## src/rtl/arm_mem_arbiter.sv

```systemverilog
// Shares one fixed-latency single-ported memory between fetch and data. A grant in IDLE gives valid MEM_LATENCY+1 cycles later.
// The losing side stalls. Data has priority; define ARB_STARVE_GUARD_EN to force fetch to win after STARVE_LIMIT consecutive losses.
module arm_mem_arbiter #(
  parameter int MEM_LATENCY  = 2,
  parameter int STARVE_LIMIT = 4
) (
  input  logic        clk,
  input  logic        rst_b,
  input  logic        halted,
  input  logic        if_req,
  input  logic [29:0] if_addr,
  output logic        if_valid,
  output logic [31:0] if_rdata,
  output logic        if_stall,
  input  logic        d_req,
  input  logic [29:0] d_addr,
  input  logic [31:0] d_wdata,
  input  logic [3:0]  d_we,
  output logic        d_valid,
  output logic [31:0] d_rdata,
  output logic        d_stall,
  output logic [29:0] mem_addr,
  output logic [31:0] mem_data_in,
  output logic [3:0]  mem_write_en,
  input  logic [31:0] mem_data_out
);

  localparam int LAT_W = (MEM_LATENCY > 1) ? $clog2(MEM_LATENCY) : 1;
  localparam logic [LAT_W-1:0] LAT_INIT = LAT_W'(MEM_LATENCY - 1);

  if (MEM_LATENCY < 1 || STARVE_LIMIT < 1) begin : g_param_check
    $error("arm_mem_arbiter: MEM_LATENCY and STARVE_LIMIT must both be >= 1");
  end

  typedef enum logic [1:0] {IDLE, ACCESS, RESP} state_t;

  state_t            state_q, state_d;
  logic [LAT_W-1:0]  lat_cnt_q, lat_cnt_d;
  logic [29:0]       addr_q, addr_d;
  logic [31:0]       wdata_q, wdata_d;
  logic [3:0]        we_q, we_d;
  logic              win_d_q, win_d_d;
  logic [31:0]       if_rdata_q, if_rdata_d;
  logic [31:0]       d_rdata_q, d_rdata_d;
  logic              grant;
  logic              fetch_forced;
  logic              grant_data;

  assign grant      = (state_q == IDLE) && !halted && (if_req || d_req);
  assign grant_data = d_req && !fetch_forced;

`ifdef ARB_STARVE_GUARD_EN
  localparam int SC_W = $clog2(STARVE_LIMIT + 1);
  localparam logic [SC_W-1:0] SC_MAX = SC_W'(STARVE_LIMIT);

  logic [SC_W-1:0] starve_cnt_q, starve_cnt_d;

  assign fetch_forced = if_req && (starve_cnt_q == SC_MAX);

  always_comb begin
    starve_cnt_d = starve_cnt_q;
    if (grant) begin
      if (!grant_data) begin
        starve_cnt_d = '0;
      end else if (if_req && (starve_cnt_q != SC_MAX)) begin
        starve_cnt_d = starve_cnt_q + 1'b1;
      end
    end
  end

  always_ff @(posedge clk) begin
    if (!rst_b) starve_cnt_q <= '0;
    else        starve_cnt_q <= starve_cnt_d;
  end
`else
  assign fetch_forced = 1'b0;
`endif

  always_comb begin
    state_d    = state_q;
    lat_cnt_d  = lat_cnt_q;
    addr_d     = addr_q;
    wdata_d    = wdata_q;
    we_d       = we_q;
    win_d_d    = win_d_q;
    if_rdata_d = if_rdata_q;
    d_rdata_d  = d_rdata_q;
    case (state_q)
      IDLE: begin
        if (grant) begin
          state_d   = ACCESS;
          lat_cnt_d = LAT_INIT;
          win_d_d   = grant_data;
          if (grant_data) begin
            addr_d  = d_addr;
            wdata_d = d_wdata;
            we_d    = d_we;
          end else begin
            addr_d  = if_addr;
            we_d    = 4'h0;
          end
        end
      end
      ACCESS: begin
        if (lat_cnt_q == '0) begin
          state_d = RESP;
          if (win_d_q) d_rdata_d  = mem_data_out;
          else         if_rdata_d = mem_data_out;
        end else begin
          lat_cnt_d = lat_cnt_q - 1'b1;
        end
      end
      RESP:    state_d = IDLE;
      default: state_d = IDLE;
    endcase
  end

  always_ff @(posedge clk) begin
    if (!rst_b) begin
      state_q    <= IDLE;
      lat_cnt_q  <= '0;
      addr_q     <= '0;
      wdata_q    <= '0;
      we_q       <= '0;
      win_d_q    <= 1'b0;
      if_rdata_q <= '0;
      d_rdata_q  <= '0;
    end else begin
      state_q    <= state_d;
      lat_cnt_q  <= lat_cnt_d;
      addr_q     <= addr_d;
      wdata_q    <= wdata_d;
      we_q       <= we_d;
      win_d_q    <= win_d_d;
      if_rdata_q <= if_rdata_d;
      d_rdata_q  <= d_rdata_d;
    end
  end

  // Byte enables fire once per access; the counter still holds its load value only in the first ACCESS cycle.
  assign mem_write_en = ((state_q == ACCESS) && (lat_cnt_q == LAT_INIT)) ? we_q : 4'h0;
  assign mem_addr     = addr_q;
  assign mem_data_in  = wdata_q;

  assign if_valid = (state_q == RESP) && !win_d_q;
  assign d_valid  = (state_q == RESP) &&  win_d_q;
  assign if_rdata = if_rdata_q;
  assign d_rdata  = d_rdata_q;
  assign if_stall = if_req && !if_valid;
  assign d_stall  = d_req  && !d_valid;

endmodule

```

## config.mk

```make
export PLATFORM = sky130hd
export DESIGN_NAME = arm_mem_arbiter
export DESIGN_NICKNAME = d
export VERILOG_FILES = /design/src/rtl/arm_mem_arbiter.sv
export SDC_FILE = /design/constraint.sdc
export NUM_CORES = 1
export LEC_CHECK = 0
export ABC_AREA = 1
export CORE_ASPECT_RATIO = 1.4
export CORE_UTILIZATION = 41
export CTS_CLUSTER_DIAMETER = 30
export DETAILED_ROUTE_END_ITERATION = 8
export GPL_TIMING_DRIVEN = 0
export PLACE_DENSITY = 0.81
export SYNTH_ARGS = -nofsm -noshare
export SYNTH_HDL_FRONTEND = slang
export SYNTH_SLANG_ARGS = --single-unit
```

## constraint.sdc

```tcl
create_clock -name clk -period 2.4 [get_ports clk]
set_input_delay 0.6 -clock clk [delete_from_list [all_inputs] [get_ports clk]]
set_output_delay 0.6 -clock clk [all_outputs]
set_load 0.01 [all_outputs]
```

==> impl_summary.txt, run 1 <==
----------------------------------------------------
[Worst setup path]
  Type of element launching the critical path ... register
  Critical Setup Path Class ... register to output pin
  Type of element capturing the critical path ... output pin
  Reg2Reg Setup Slack ... approximately 0.85 ns
  Worst EP arrival ... 1.68 ns
  WP data required ... 1.80 ns
  Highest net fanout along the worst path ... 10

[STA]
  Final count of hold timing violations ... 0
  Max-Slew Margin vs Limit ... 0.6549
  Minimum hold slack ... 0.4606 ns
  Final TNS setup ... 0 ns
  Transition time at the pin with the least slew margin ... 0.5177 ns
  Number of failing setup endpoints in the final timing report ... 0
  Maximum clock skew at final layout ... roughly 0.015 ns
  Unrepaired setup endpoints after global routing ... false
  Count of pins over their slew limit ... 0
  Min Clock Period, post-route ... 2.283 ns
  Final Cycle Share ... 0.9512
  Achievable frequency ... 0.4380 GHz

[Pwr]
  Power density over the cells ... 681.4 nW/um2
  Share of power burned in registers ... 0.390
  Leakage power ... 3.627 nW
  Internal Pwr Total ... approximately 4.6 mW
  Clock share of power ... 0.454
  Peak VDD IR ... 0.4900 mV
  Fraction of power spent switching nets ... 0.2483
  Proportion of power drawn by combinational gates ... 0.157
  Power spent charging and discharging nets ... 1.522 mW

[Yosys]
  Dominant combinational cell family by area after synthesis ... simple AND/OR/NAND/NOR gates
  Share of flip-flops with an asynchronous set or reset after synthesis ... 0
  Library cell with the largest summed area after synthesis ... dfxtp_1
  Synth Flop Type ... dfxtp_1
  Number of enable-type register cells in the synthesized netlist ... 0
  Post-synthesis cell type count ... 19
  Mapped Area ... 5503 um2
  Yosys warnings ... 0
  Synth Net Count ... around 920
  Register area share after synthesis ... 0.4875
  Post-Synth Simple-Gate Area ... 0.3342
  Synth Area per Inst ... 7.019 um2
  Portion of netlist area occupied by mux cells ... 0
  Synthesized instance count ... just under 800
  Area contributors post-synth ... dfxtp_1, nand2_1, a21oi_1
  Most frequent cell after synthesis ... nand2_1
  Xor/xnor cell area share of the yosys netlist ... 0
  Adder-cell area share of the yosys netlist ... 0
  Flip-flop and latch count after synthesis ... 134
  Leading post-synthesis cells by instance count ... nand2_1, dfxtp_1, a21oi_1
  Portion of synthesized cell area occupied by the leading cell type ... 0.4875
  Synthesized-area fraction occupied by ao, oa, aoi and oai cells ... 0.09368

[Global routing]
  Via count of the first global-routing pass ... 5826
  First-pass GRT wire length ... 28750 um
  Total overflow reported by the global router ... 0
  GRT Total Usage ... 0.2611
  Number of antenna violations at the first check in global routing ... 0
  Maximum number of pins on one net before global-route repair ... 20

[Detailed routing]
  Number of design-rule violations left by the first detailed-router iteration ... slightly above 200
  DRT antenna net count ... 0
  Met3 wirelength from detailed routing ... 1235 um
  Routed wl met2 ... 9399 um
  Initial DRT Pass Iterations ... 9
  Detailed-route wire length ... 18060 um
  Vias after detailed routing ... 6001
  Max Used Layer ... met4
  Detailed-route wire length per cell ... 14.37 um
  Routed vias/inst ... 4.774
  Post-Route M1 WL ... 6929 um
  DRC errors left ... 0

[Final layout]
  Number of inserted filler cells in the final layout ... 1131
  Nets@finish ... roughly 1200
  Antenna diodes ... 0
  Fraction of final layout cells sized beyond drive strength 1 ... 0.06117
  Area Growth Syn to Fin ... 63.53%

[Clock tree]
  Count of hold-fix buffers inserted at cts ... 0
  Setup Buffers After CTS ... 0
  Clock sinks ... 134
  Clock latency reported for the late side of the worst-skew pair ... 0.41 ns
  Clk Tree Root Cell ... clkbuf_16
  Clock buffer depth ... 2
  Clock transition time at the flip-flop clock pins of the worst setup and hold paths ... 0.06 ns
  Clock tree from TritonCTS ... built
  Num CTS Buffers ... 17
  Deepest level of the CTS H-tree ... 4

[Die]
  Chip height ... approximately 140 um
  X dimension of the die ... 99.91 um
  Core area ... between 10000 and 15000 um2
  Placement Rows ... 49
  Count of boundary I/O pins ... 267
  Die ar. ... 13900 um2
  Starting density of the core ... 0.4234

[Worst hold path]
  Path class of the lowest-slack min-delay path ... register to register

[Placement]
  Port Buffers ... between 200 and 300
  GP Congestion ... slightly below 0.8
  Post-DP HPWL ... between 10000 and 15000 um

[Job]
  Max-cap viol count ... 0

[Run status]
  Status ... finished, final reports clean

----------------------------------------------------
layout make-up:
cell class	count	area, um2	share of cell area
Buffer	59	281.5	0.03128
Tap cell	178	222.7	0.02475
Clock buffer	19	442.9	0.04922
Sequential cell	134	2684	0.2982
Multi-Input combinational cell	541	2360	0.2622
Clock inverter	13	193.9	0.02155
Inverter	49	183.9	0.02044
Timing Repair Buffer	264	2630	0.2923
routing by layer:
layer	track usage	vias to the layer above
met5	0	-
met4	0.09907	0
met3	0.07661	35
met2	0.4722	205
met1	0.2816	2679
li1	-	3082
placed cells by master, fill, tap and decap left out:
cell type	netlist	final
dlymetal6s2s_1	0	1
nand2_1	262	262
clkinv_2	0	1
inv_1	46	46
nor2_4	1	2
inv_6	0	4
clkdlybuf4s15_1	0	1
nand4_1	35	35
clkbuf_1	35	35
bufinv_16	0	4
clkinvlp_4	0	1
nand3_1	64	64
clkbuf_16	0	17
nor3_1	1	1
buf_2	15	15
buf_1	2	2
clkbuf_2	0	3
a21oi_1	101	101
buf_4	6	5
nor2_2	2	1
clkdlybuf4s50_1	0	259
clkbuf_8	0	1
buf_6	2	3
o21ai_0	2	2
nand3_2	1	1
nor2_1	71	71
clkinv_4	0	3
nand2_4	1	1
inv_2	3	3
dfxtp_2	0	1
dfxtp_1	134	133
registers in the layout, summed over array words and instances, names as in the netlist:
register,flops
mem_data_in,32
if_rdata,32
win_d_q,1
state_q,2
lat_cnt_q,1
we_q,4
mem_addr,30
d_rdata,32
worst max-delay path, stage by stage, from the launching register on:
cell             delay, ns
dfxtp_1               0.38
inv_2                 0.07
nor2_4                0.15
buf_6                 0.16
nand2_1               0.12
nor2_1                0.11
clkdlybuf4s15_1       0.28
worst paths after layout:
path,startpoint,to,cells after the start
setup / recovery,state_q[0],mem_write_en[1],6
hold / removal,d_rdata[3],d_rdata[3],2
setup reg to reg,win_d_q,d_rdata[17],6
hold reg to reg,d_rdata[3],d_rdata[3],2
per-stage QoR:
stage,cell area (um2),setup slack [ns],utilization,power [mW],instances
after floorplan,5503,0.5872,-,2.850,784
after global placement,8368,-0.07791,0.6438,3.385,1226
after detailed placement,8368,-0.08442,0.6438,3.398,1226
after CTS,9001,0.02853,0.6925,6.179,1257
after global routing,8999,0.005636,0.6923,6.360,1257
final,8999,0.1171,0.6923,6.131,1257
what timing repair did:
item | in CTS | in global routing
endpoints found under the hold margin | 0 | 0
resized for setup | 5 | 10
endpoints found under the setup margin | 5 | 6
pin swaps | 0 | 0
power groups by stage:
stage	logic [mW]	clock network, mW	registers, mW
2_1_floorplan	0.371	0	2.48
3_3_place_gp	0.953	0	2.43
3_5_place_dp	0.962	0	2.44
4_1_cts	0.967	2.82	2.39
5_1_grt	1.06	2.90	2.40
6_report	0.961	2.78	2.39
cells by family after synthesis:
group | Yosys count
compound gates | 103
buf+inv | 109
flops | 134
simple gates | 438
No activity file was read; power rests on OpenSTA's default activity.
==> inputs of run 2 (changes only) <==
Settings changed: PLACE_DENSITY 0.81 to 0.78.
==> impl_summary.txt, run 2 (synthesized netlist as in run 1, its figures left out) <==
----------------------------------------------------
[Detailed routing]
  Met3 wirelength from detailed routing ... 1197 um (-3.1%)
  DRT antenna net count ... 0 (unchanged)
  Routed wl met2 ... 9071 um (-3.5%)
  Routed vias/inst ... 4.760 (-0.29%)
  Initial DRT Pass Iterations ... 4 (-5)
  DRC errors left ... 0 (unchanged)
  Detailed-route wire length ... 17910 um (-0.84%)
  Detailed-route wire length per cell ... 14.26 um (-0.76%)
  Post-Route M1 WL ... 6949 um (+0.29%)
  Number of design-rule violations left by the first detailed-router iteration ... 181 (-12%)
  Max Used Layer ... met4
  Vias after detailed routing ... 5979 (-0.37%)

[Final layout]
  Post-Route Utilization ... 0.6910 (-0.001347)
  Fraction of final layout cells sized beyond drive strength 1 ... 0.05937 (-0.001799)
  Most common library cell in the layout ignoring fill and taps ... nand2_1
  Antenna diodes ... 0 (unchanged)
  Area Growth Syn to Fin ... 63.21%
  Nets@finish ... 1199 (unchanged)
  Number of inserted filler cells in the final layout ... 1143 (+1.1%)
  Leading cell types in the layout, fill and taps excluded ... nand2_1, clkdlybuf4s50_1, dfxtp_1
  Post-layout instance count excluding filler cells ... 1256 (-0.080%)

[STA]
  Achievable frequency ... 0.4337 GHz (-0.99%)
  Min Clock Period, post-route ... 2.306 ns (+0.02282 ns)
  Maximum clock skew at final layout ... 0.01097 ns (-0.004164 ns)
  Number of failing setup endpoints in the final timing report ... 0 (unchanged)
  Final Cycle Share ... 0.9607 (+0.009509)
  Minimum hold slack ... 0.4588 ns (-0.001775 ns)
  Max-Slew Margin vs Limit ... 0.6339 (-0.02098)
  Final count of hold timing violations ... 0 (unchanged)
  Count of pins over their slew limit ... 0 (unchanged)
  Final WS setup ... 0.09424 ns (-0.02282 ns)
  Transition time at the pin with the least slew margin ... 0.5492 ns (+0.03147 ns)

[Global routing]
  Maximum number of pins on one net before global-route repair ... 20 (unchanged)
  GRT Total Usage ... 0.2582 (-0.002899)
  Number of antenna violations at the first check in global routing ... 0 (unchanged)
  Via count of the first global-routing pass ... 5673 (-2.6%)
  First-pass GRT wire length ... 28390 um (-1.3%)
  Total overflow reported by the global router ... 0 (unchanged)

[Clock tree]
  Count of hold-fix buffers inserted at cts ... 0 (unchanged)
  Clock buffer depth ... 2 (unchanged)
  Clock latency reported for the late side of the worst-skew pair ... 0.41 ns (about the same)
  Clock sinks ... 134 (unchanged)
  Deepest level of the CTS H-tree ... 4 (unchanged)
  Num CTS Buffers ... 17 (unchanged)
  Clock tree from TritonCTS ... built
  Clk Tree Root Cell ... clkbuf_16
  Clock transition time at the flip-flop clock pins of the worst setup and hold paths ... 0.06 ns (about the same)

[Job]
  Max-cap viol count ... 0 (unchanged)

[Run status]
  Status ... finished, final reports clean

[Worst setup path]
  Type of element launching the critical path ... register
  CP cell instances ... inv_2 -> nor2_4 -> buf_6 -> nand2_1 -> nor2_1 -> dlygate4sd2_1
  Worst EP arrival ... 1.71 ns (+0.03 ns)
  R2r endpoint ... if_rdata[20]
  Max stage delay cell, worst path ... dfxtp_1
  Reg-to-Reg Start ... win_d_q
  Reg2Reg Setup Slack ... 0.87 ns (+0.02 ns)
  Longest individual stage delay on the worst path ... 0.38 ns (about the same)
  WP data required ... 1.80 ns (about the same)
  Critical Setup Path Class ... register to output pin
  Highest net fanout along the worst path ... 10 (unchanged)
  Cell family with most CP delay ... buffers and inverters
  Worst reg2reg path depth ... 5 (-1)
  Type of element capturing the critical path ... output pin
  Number of buffers and inverters on the critical path ... 3 (unchanged)

[Placement]
  Port Buffers ... 264 (unchanged)
  GP Congestion ... 0.8257 (+3.9%)
  Post-DP HPWL ... 13790 um (-0.75%)
  Post-placement worst setup slack ... -0.08213 ns (+0.002285 ns)
  Placed Cells ... 1226 (unchanged)

[Pwr]
  Leakage power ... 3.603 nW (-0.68%)
  Overall power ... 5.998 mW (-2.2%)
  Power density over the cells ... 667.8 nW/um2 (-2.0%)
  Peak VDD IR ... 0.5262 mV (+7.4%)

[Die]
  Count of boundary I/O pins ... 267 (unchanged)
  Die ar. ... 13900 um2 (unchanged)
  Core area ... 13000 um2 (unchanged)
  Placement Rows ... 49 (unchanged)
  Chip height ... 139.1 um (unchanged)
  X dimension of the die ... 99.91 um (unchanged)
  Starting density of the core ... 0.4234 (unchanged)

[Worst hold path]
  Worst hold start ... if_rdata[8]
  End of the worst hold path ... if_rdata[8]
  Depth of the worst hold-timing path ... 2 (unchanged)
  Path class of the lowest-slack min-delay path ... register to register

----------------------------------------------------
[run 2: cell count changes in the layout (fill, tap and decap cells not counted), sizes merged]
cell and delta:
clkdlybuf4s15 +2, clkinvlp +3, dlygate4sd2 +1, clkinv -2
clkbuf -4, bufinv -1
[run 2: where the power goes]
part / switching (mW) / total [mW] / internal [mW]
Clock: 1.00 / 2.65 / 1.64
Sequential: 0.0548 / 2.39 / 2.33
Combinational: 0.469 / 0.963 / 0.495
Total: 1.53 / 6.00 / 4.47
[run 2: how the worst max path moves through the flow]
stage          startpoint               to  cells after the start
4_1_cts        state_q[1]          d_stall                      4
3_3_place_gp        d_req          d_stall                      5
5_1_grt        state_q[0]  mem_write_en[3]                      6
6_report       state_q[0]  mem_write_en[3]                      6
3_5_place_dp        d_req          d_stall                      5
2_1_floorplan       d_req          d_stall                      4
[run 2: through the flow]
step	cell area [um2]	setup TNS, ns
finish	8981	0
global route	8981	-0.002664
CTS	8970	0
detailed placement	8368	-0.08213
global placement	8368	-0.07537
floorplan	5503	0
[run 2: cell type report]
class	instances	area, um2	share of cell area
Sequential cell	134	2685	0.2990
Timing Repair Buffer	264	2644	0.2944
Multi-Input combinational cell	541	2362	0.2630
Clock buffer	18	429.2	0.04778
Buffer	59	281.5	0.03135
Tap cell	178	222.7	0.02480
Inverter	49	183.9	0.02048
Clock inverter	13	172.7	0.01923
[run 2: metal layers]
metal / GRT usage / up-vias
li1: - / 3078
met1: 0.2777 / 2656
met2: 0.4603 / 196
met3: 0.07056 / 49
met4: 0.1223 / 0
met5: 0 / -
[run 2: what timing repair did]
action,CTS,global route
resized for setup,6,7
setup endpoints to repair,5,5
setup buffers,0,0
[run 2: worst register-to-register path, cell delays in order, from the launching register on]
cell and delay [ns]:
dfxtp_2 0.35, nor2_1 0.36, nand2_1 0.21, clkbuf_1 0.29
nand2_1 0.13, a21oi_1 0.07
